$ cat src/rtl/pipe_stage_hs.sv
// Handshaked pipeline stage with a one-entry skid buffer and a synchronous flush.
// Optional perf counters (stall_cnt, bubble_cnt) are compiled in with PIPE_STAGE_PERF_EN.
module pipe_stage_hs #(
  parameter int DATAPATH_WIDTH  = 64,
  parameter int INST_ADDR_WIDTH = 9,
  parameter int CNT_WIDTH       = 16
) (
  input  logic                       clk,
  input  logic                       reset,
  input  logic                       flush,
  input  logic                       in_valid,
  output logic                       in_ready,
  input  logic [DATAPATH_WIDTH-1:0]  inst_in,
  input  logic [INST_ADDR_WIDTH-1:0] pc_in,
  output logic                       out_valid,
  input  logic                       out_ready,
  output logic [DATAPATH_WIDTH-1:0]  inst_out,
`ifdef PIPE_STAGE_PERF_EN
  output logic [CNT_WIDTH-1:0]       stall_cnt,
  output logic [CNT_WIDTH-1:0]       bubble_cnt,
`endif
  output logic [INST_ADDR_WIDTH-1:0] pc_out
);

  typedef enum logic [1:0] {EMPTY = 2'd0, FULL = 2'd1, SKID = 2'd2} state_e;

  state_e                       state_q, state_d;
  logic [DATAPATH_WIDTH-1:0]    main_inst_q, main_inst_d, skid_inst_q, skid_inst_d;
  logic [INST_ADDR_WIDTH-1:0]   main_pc_q, main_pc_d, skid_pc_q, skid_pc_d;
  logic                         in_xfer, out_xfer;

  assign in_xfer  = in_valid & in_ready;
  assign out_xfer = out_valid & out_ready;

  always_ff @(posedge clk) begin
    state_q     <= state_d;
    main_inst_q <= main_inst_d;
    main_pc_q   <= main_pc_d;
    skid_inst_q <= skid_inst_d;
    skid_pc_q   <= skid_pc_d;
  end

  always_comb begin
    state_d     = state_q;
    main_inst_d = main_inst_q;
    main_pc_d   = main_pc_q;
    skid_inst_d = skid_inst_q;
    skid_pc_d   = skid_pc_q;
    if (reset || flush) begin
      state_d     = EMPTY;
      main_inst_d = '0;
      main_pc_d   = '0;
      skid_inst_d = '0;
      skid_pc_d   = '0;
    end else begin
      case (state_q)
        EMPTY: if (in_xfer) begin
          main_inst_d = inst_in;
          main_pc_d   = pc_in;
          state_d     = FULL;
        end
        FULL: begin
          if (in_xfer && out_xfer) begin
            main_inst_d = inst_in;
            main_pc_d   = pc_in;
          end else if (out_xfer) begin
            state_d = EMPTY;
          end else if (in_xfer) begin
            skid_inst_d = inst_in;
            skid_pc_d   = pc_in;
            state_d     = SKID;
          end
        end
        SKID: if (out_ready) begin
          main_inst_d = skid_inst_q;
          main_pc_d   = skid_pc_q;
          state_d     = FULL;
        end
        default: state_d = EMPTY;
      endcase
    end
  end

  // in_ready decodes state only, so there is no comb path from out_ready.
  always_comb begin
    in_ready  = !reset && (state_q != SKID);
    out_valid = (state_q != EMPTY);
    inst_out  = main_inst_q;
    pc_out    = main_pc_q;
  end

`ifdef PIPE_STAGE_PERF_EN
  logic [CNT_WIDTH-1:0] stall_cnt_q, stall_cnt_d, bubble_cnt_q, bubble_cnt_d;

  always_ff @(posedge clk) begin
    stall_cnt_q  <= stall_cnt_d;
    bubble_cnt_q <= bubble_cnt_d;
  end

  // Saturating; flush does not clear them.
  always_comb begin
    stall_cnt_d  = stall_cnt_q;
    bubble_cnt_d = bubble_cnt_q;
    if (reset) begin
      stall_cnt_d  = '0;
      bubble_cnt_d = '0;
    end else begin
      if (out_valid && !out_ready && !(&stall_cnt_q)) stall_cnt_d = stall_cnt_q + 1'b1;
      if (!out_valid && !(&bubble_cnt_q))             bubble_cnt_d = bubble_cnt_q + 1'b1;
    end
  end

  assign stall_cnt  = stall_cnt_q;
  assign bubble_cnt = bubble_cnt_q;
`else
  wire unused_cnt_width = (CNT_WIDTH > 0);
`endif

endmodule

$ cat config.mk
export PLATFORM = sky130hd
export DESIGN_NAME = pipe_stage_hs
export DESIGN_NICKNAME = d
export VERILOG_FILES = /design/src/rtl/pipe_stage_hs.sv
export SDC_FILE = /design/constraint.sdc
export NUM_CORES = 1
export LEC_CHECK = 0
export CAP_MARGIN = 20
export CORE_ASPECT_RATIO = 1.75
export CORE_UTILIZATION = 45
export CTS_BUF_LIST = sky130_fd_sc_hd__clkbuf_4 sky130_fd_sc_hd__clkbuf_8
export DETAILED_ROUTE_END_ITERATION = 10
export GPL_TIMING_DRIVEN = 0
export PLACE_DENSITY = 0.84
export SLEW_MARGIN = 20
export SYNTH_ARGS = -nofsm -noshare
export SYNTH_HDL_FRONTEND = slang
export SYNTH_SLANG_ARGS = --single-unit
$ cat constraint.sdc
create_clock -name clk -period 1.7 [get_ports clk]
set_input_delay 0.255 -clock clk [delete_from_list [all_inputs] [get_ports clk]]
set_output_delay 0.255 -clock clk [all_outputs]
set_load 0.1 [all_outputs]
### Word level (Yosys, flattened, before mapping)

Index checks and enable logic that the tools add are counted.

| word-level totals | value |
|---|---|
| bits of input ports | 78 |
| memory bits (writable) | 0 |
| word-level logic and storage cells | 41 |
| memories kept | 0 |
| bits in latches | 0 |
| flip-flop bits (word level) | 148 |
| memory bits (read-only) | 0 |
| output and inout port bits | 75 |

| cells by class | value |
|---|---|
| divide/modulo/power cells | 0 |
| bitwise logic cells | 4 |
| $lt $le $gt $ge | 0 |
| mux-type cells | 14 |
| reductions and logical operators | 10 |
| equal/unequal tests | 8 |
| multipliers | 0 |
| shift operators | 0 |
| add/sub/neg operators | 0 |

Operator list:

| kind | number |
|---|---|
| $mux 64 | 3 |
| $pmux 64 s3 | 1 |
| $mux 9 | 3 |
| $pmux 9 s3 | 1 |
| $reduce_and 4->1 | 3 |
| $mux 2 | 5 |
| $ne 2x2->1 const B | 5 |
| $pmux 2 s3 | 1 |
| $ne 3x3->1 const B | 1 |
| $reduce_bool 3->1 | 1 |
| $and 1x1->1 | 2 |
| $eq 2x1->1 const B | 1 |
| $eq 2x2->1 const B | 1 |
| $logic_and 1x1->1 | 2 |
| $logic_not 2->1 | 1 |
| $not 1->1 | 2 |
| $reduce_bool 2->1 | 1 |
| $logic_not 1->1 | 1 |
| $logic_or 1x1->1 | 1 |

### Longest topological paths before layout

| logic depth | value |
|---|---|
| depth after elaboration | 7 |
| depth in mapped cells | 6 |
| mapped depth without buffers | 3 |

### Least setup slack after synthesis

OpenSTA, ideal clock, no wires.

| path | value |
|---|---|
| kind | register to output |
| from | register state_q[0] |
| to | output port in_ready |
| arrival time | 2.259 ns |
| stages on the path, launching flop included | 6 |
| path slack | -0.814 ns |
| data required time | 1.445 ns |
| path through | dfxtp_1 -> nand2b_1 -> buf_4 -> buf_12 -> buf_8 -> nor2b_1 |

| on the way | value |
|---|---|
| longest elaborated chain between the ends | 2 |

RTL lines:

| what | line | RTL |
|---|---|---|
| start: declaration | 27 | `state_e state_q, state_d;` |
| start signal: assignment | 36 | `state_q <= state_d;` |
| $ne 2x2->1 | 86 | `in_ready = !reset && (state_q != SKID);` |
| $logic_and 1x1->1 | 86 |  |
| end: declaration | 12 | `output logic in_ready,` |

No other way between the ends.

### Worst setup path after layout

Ends and elaborated chain as after synthesis.

==> impl_results.md <==
* IO Port Bufs at 152
* Netlist cell types at 30
* Vias per cell at 6.13
* Cell count after synthesis at 703
* Final hold slack at 0.410 ns
* DR iter-0 viols at 482
* Final hold vios at 0
* YS warnings at 0
* MaxCap Viol Count at 0
* Final slew viol count at 0
* Post-synthesis area per instance at 9.54 um^2
* WL per Instance at 19.5 um
* Syn Nets at 781
* Worst setup SP type: flip-flop
* Design Power at 8.11 mW
* Worst setup path startpoint: state_q[0]
* Htree depth at 4
* Most common cell after layout, fill and taps aside: dfxtp_1
* Flops & latches, synth at 148
* Layout Nets at 953
* Starting density of the core at 46.5%
* Detailed placement HPWL at 14.6 mm
* Area of the core at 14,400 um^2
* Post-route worst setup slack at -0.0230 ns
* Antenna violations before repair at 0
* Bufs on Longest Clock Path at 2
* Antenna Nets Post-Route at 0
* I/O pins at 153
* Worst EP required at 1.44 ns
* Worst-Skew Late Latency at 0.44 ns
* Failing checks: negative setup slack
* Drc violations at 0
* Cell breakdown of the critical path: nand2b_4 -> buf_6 -> buf_12 -> nor2b_4 -> buf_12
* Share of post-route cells with drive strength above 1 at 22.7%
* CTS tree: yes
* Worst slew pin tran at 0.577 ns
* FF-to-FF path depth at 7
* Post-synthesis sequential area ratio at 44.2%
* P per Cell Area at 887 nW/um^2
* Hold Crit Class: input port to flip-flop
* Total number of vias at 6,543
* Hold path startpoint: inst_in[35]
* TritonCTS Sinks at 148
* Drt pass-1 iters at 5
* RSZ-0062 raised after global routing: yes
* Clock transition at path regs at 0.09 ns
* Critical path arrival at 1.47 ns
* Num rows at 58
* Crit-path slowest cell: dfxtp_4
* Max stage delay on crit path at 0.37 ns
* Period utilization at 101%
* CTS buffer count at 17
* Worst Setup End Kind: output port
* Slew HR at 61.7%
* Crit Path Category: flip-flop to output port
* Routed WL at 20.8 mm
* Commonest non-fill, non-tap cells in the layout: dfxtp_1, clkdlybuf4s50_1, mux2i_1, a21oi_1
* Ant. Diodes at 0
* P_leak at 3.55 nW
* Crit path time final at 1.72 ns
* Congestion Overflow GR at 0
* Worst setup path endpoint: in_ready
* First-pass GRT wire length at 32.5 mm
* Tot GR Track Use at 27.0%
* Outcome: complete, but fails checks
* Worst R2R End: inst_out[61]
* DIE AREA at 15,400 um^2
* Peak supply drop at 0.616 mV
* CP Max Fanout at 8
* Clock Tree Root: clkbuf_8
* Clock skew at 0.0118 ns
* Max Fclk at 580 MHz
* Die Span X at 94.3 um
* Origin of the critical flop-to-flop path: state_q[0]
* CP most frequent cell: buf_12
* Flop2flop setup slack at 0 ns
* Largest net degree at the start of global routing at 20
* Setup violators final at 2
* Synthesized cell area at 6710 um^2
* Vias in the first global route at 6,421
* Area growth from synthesis to layout at 36.3%
* Gpl congestion at 0.824
* DIE HEIGHT at 164 um
[worst min-delay path by stage]
| stage | cells past startpoint | slack, ns | end |
|---|---|---|---|
| after floorplan | 2 | 0.42 | skid_inst_q[24] |
| after global placement | 2 | 0.46 | skid_inst_q[51] |
| after detailed placement | 2 | 0.47 | skid_inst_q[61] |
| after CTS | 3 | 0.40 | skid_inst_q[38] |
| after global routing | 3 | 0.43 | skid_inst_q[29] |
| final | 3 | 0.41 | skid_inst_q[35] |
[stage by stage]
stage	instance area (um^2)	cells	setup WS, ns	util [%]	TNS, ns
final	9150	1068	-0.0230	63.3	-0.0239
after global routing	9150	1068	-0.0750	63.3	-0.715
after detailed placement	8460	1035	-0.863	58.6	-84.64
after CTS	9090	1067	-0.201	63.0	-0.201
after global placement	8460	1035	-0.862	58.6	-80.36
after floorplan	6720	703	0.0196	-	0
[Yosys cell counts]
cell type	n	area share, %
dfxtp_1	148	44
a21oi_1	74	5.5
mux2i_1	74	11
a311oi_1	73	9.5
nand3_1	73	5.4
o21ai_0	73	5.4
a211oi_1	72	8.1
buf_2	44	3.3
clkbuf_1	34	1.9
buf_6	8	1.3
buf_12	5	1.5
buf_1	2	0.11
buf_4	2	0.22
clkbuf_4	2	0.22
nand2b_1	2	0.19
nor2_1	2	0.11
nor2b_1	2	0.19
a211oi_2	1	0.19
a2bb2oi_1	1	0.13
a31o_1	1	0.13
and3b_1	1	0.13
and4bb_1	1	0.19
buf_8	1	0.22
inv_2	1	0.056
nand2_1	1	0.056
nand4bb_1	1	0.17
o21ba_1	1	0.15
or2_1	1	0.093
or2_2	1	0.093
or3b_1	1	0.13
[critical path, delay by kind of cell, from the launching register on]
| kind | cells | cell delay [ns] |
|---|---|---|
| flip-flops | 1 | 0.37 |
| AND/OR/NAND/NOR | 2 | 0.26 |
| buffers and inverters | 3 | 0.40 |
[kinds of logic (layout without fill, tap and decap cells)]
kind of cell,Yosys count,after routing,share of synthesized area (%)
compound gates,296,296,29.1
buf+inv,99,284,8.86
flops,148,148,44.2
mux,74,74,11.0
simple gates,86,86,6.79
[flip-flops by register name (all words and copies together), names as in the netlist]
name,cells
skid_pc_q,9
pc_out,9
state_q,2
skid_inst_q,64
inst_out,64
[routing by layer]
layer | vias to the layer above | track usage, % | wire (um)
li1 | 3059 | - | -
met4 | 0 | 16.7 | 1050
met3 | 76 | 4.70 | 947
met2 | 275 | 46.8 | 11000
met1 | 3133 | 30.1 | 7840
met5 | - | 0 | 0
[what timing repair did]
action	in CTS	in global routing
resized for setup	262	34
setup buffers	1	1
endpoints found under the hold margin	0	0
endpoints found under the setup margin	175	112
hold buffers	0	0
[where the power goes]
part | switching, mW | leakage [nW] | total [mW] | internal [mW]
sequential | 0.0451 | 1.20 | 3.57 | 3.53
combinational | 0.838 | 2.11 | 1.29 | 0.448
clock | 1.38 | 0.238 | 3.25 | 1.87
total | 2.26 | 3.55 | 8.11 | 5.85
[cell type report]
class                           count  area [um^2]
Multi-Input combinational cell    456         3180
Buffer                             97          649
Sequential cell                   148         2970
Inverter                            1         3.75
Clock buffer                       21          277
Clock inverter                     11          198
Tap cell                          180          225
Timing Repair Buffer              154         1650
Fill cell                        1227         5300
(Power assumes the default switching activity.)
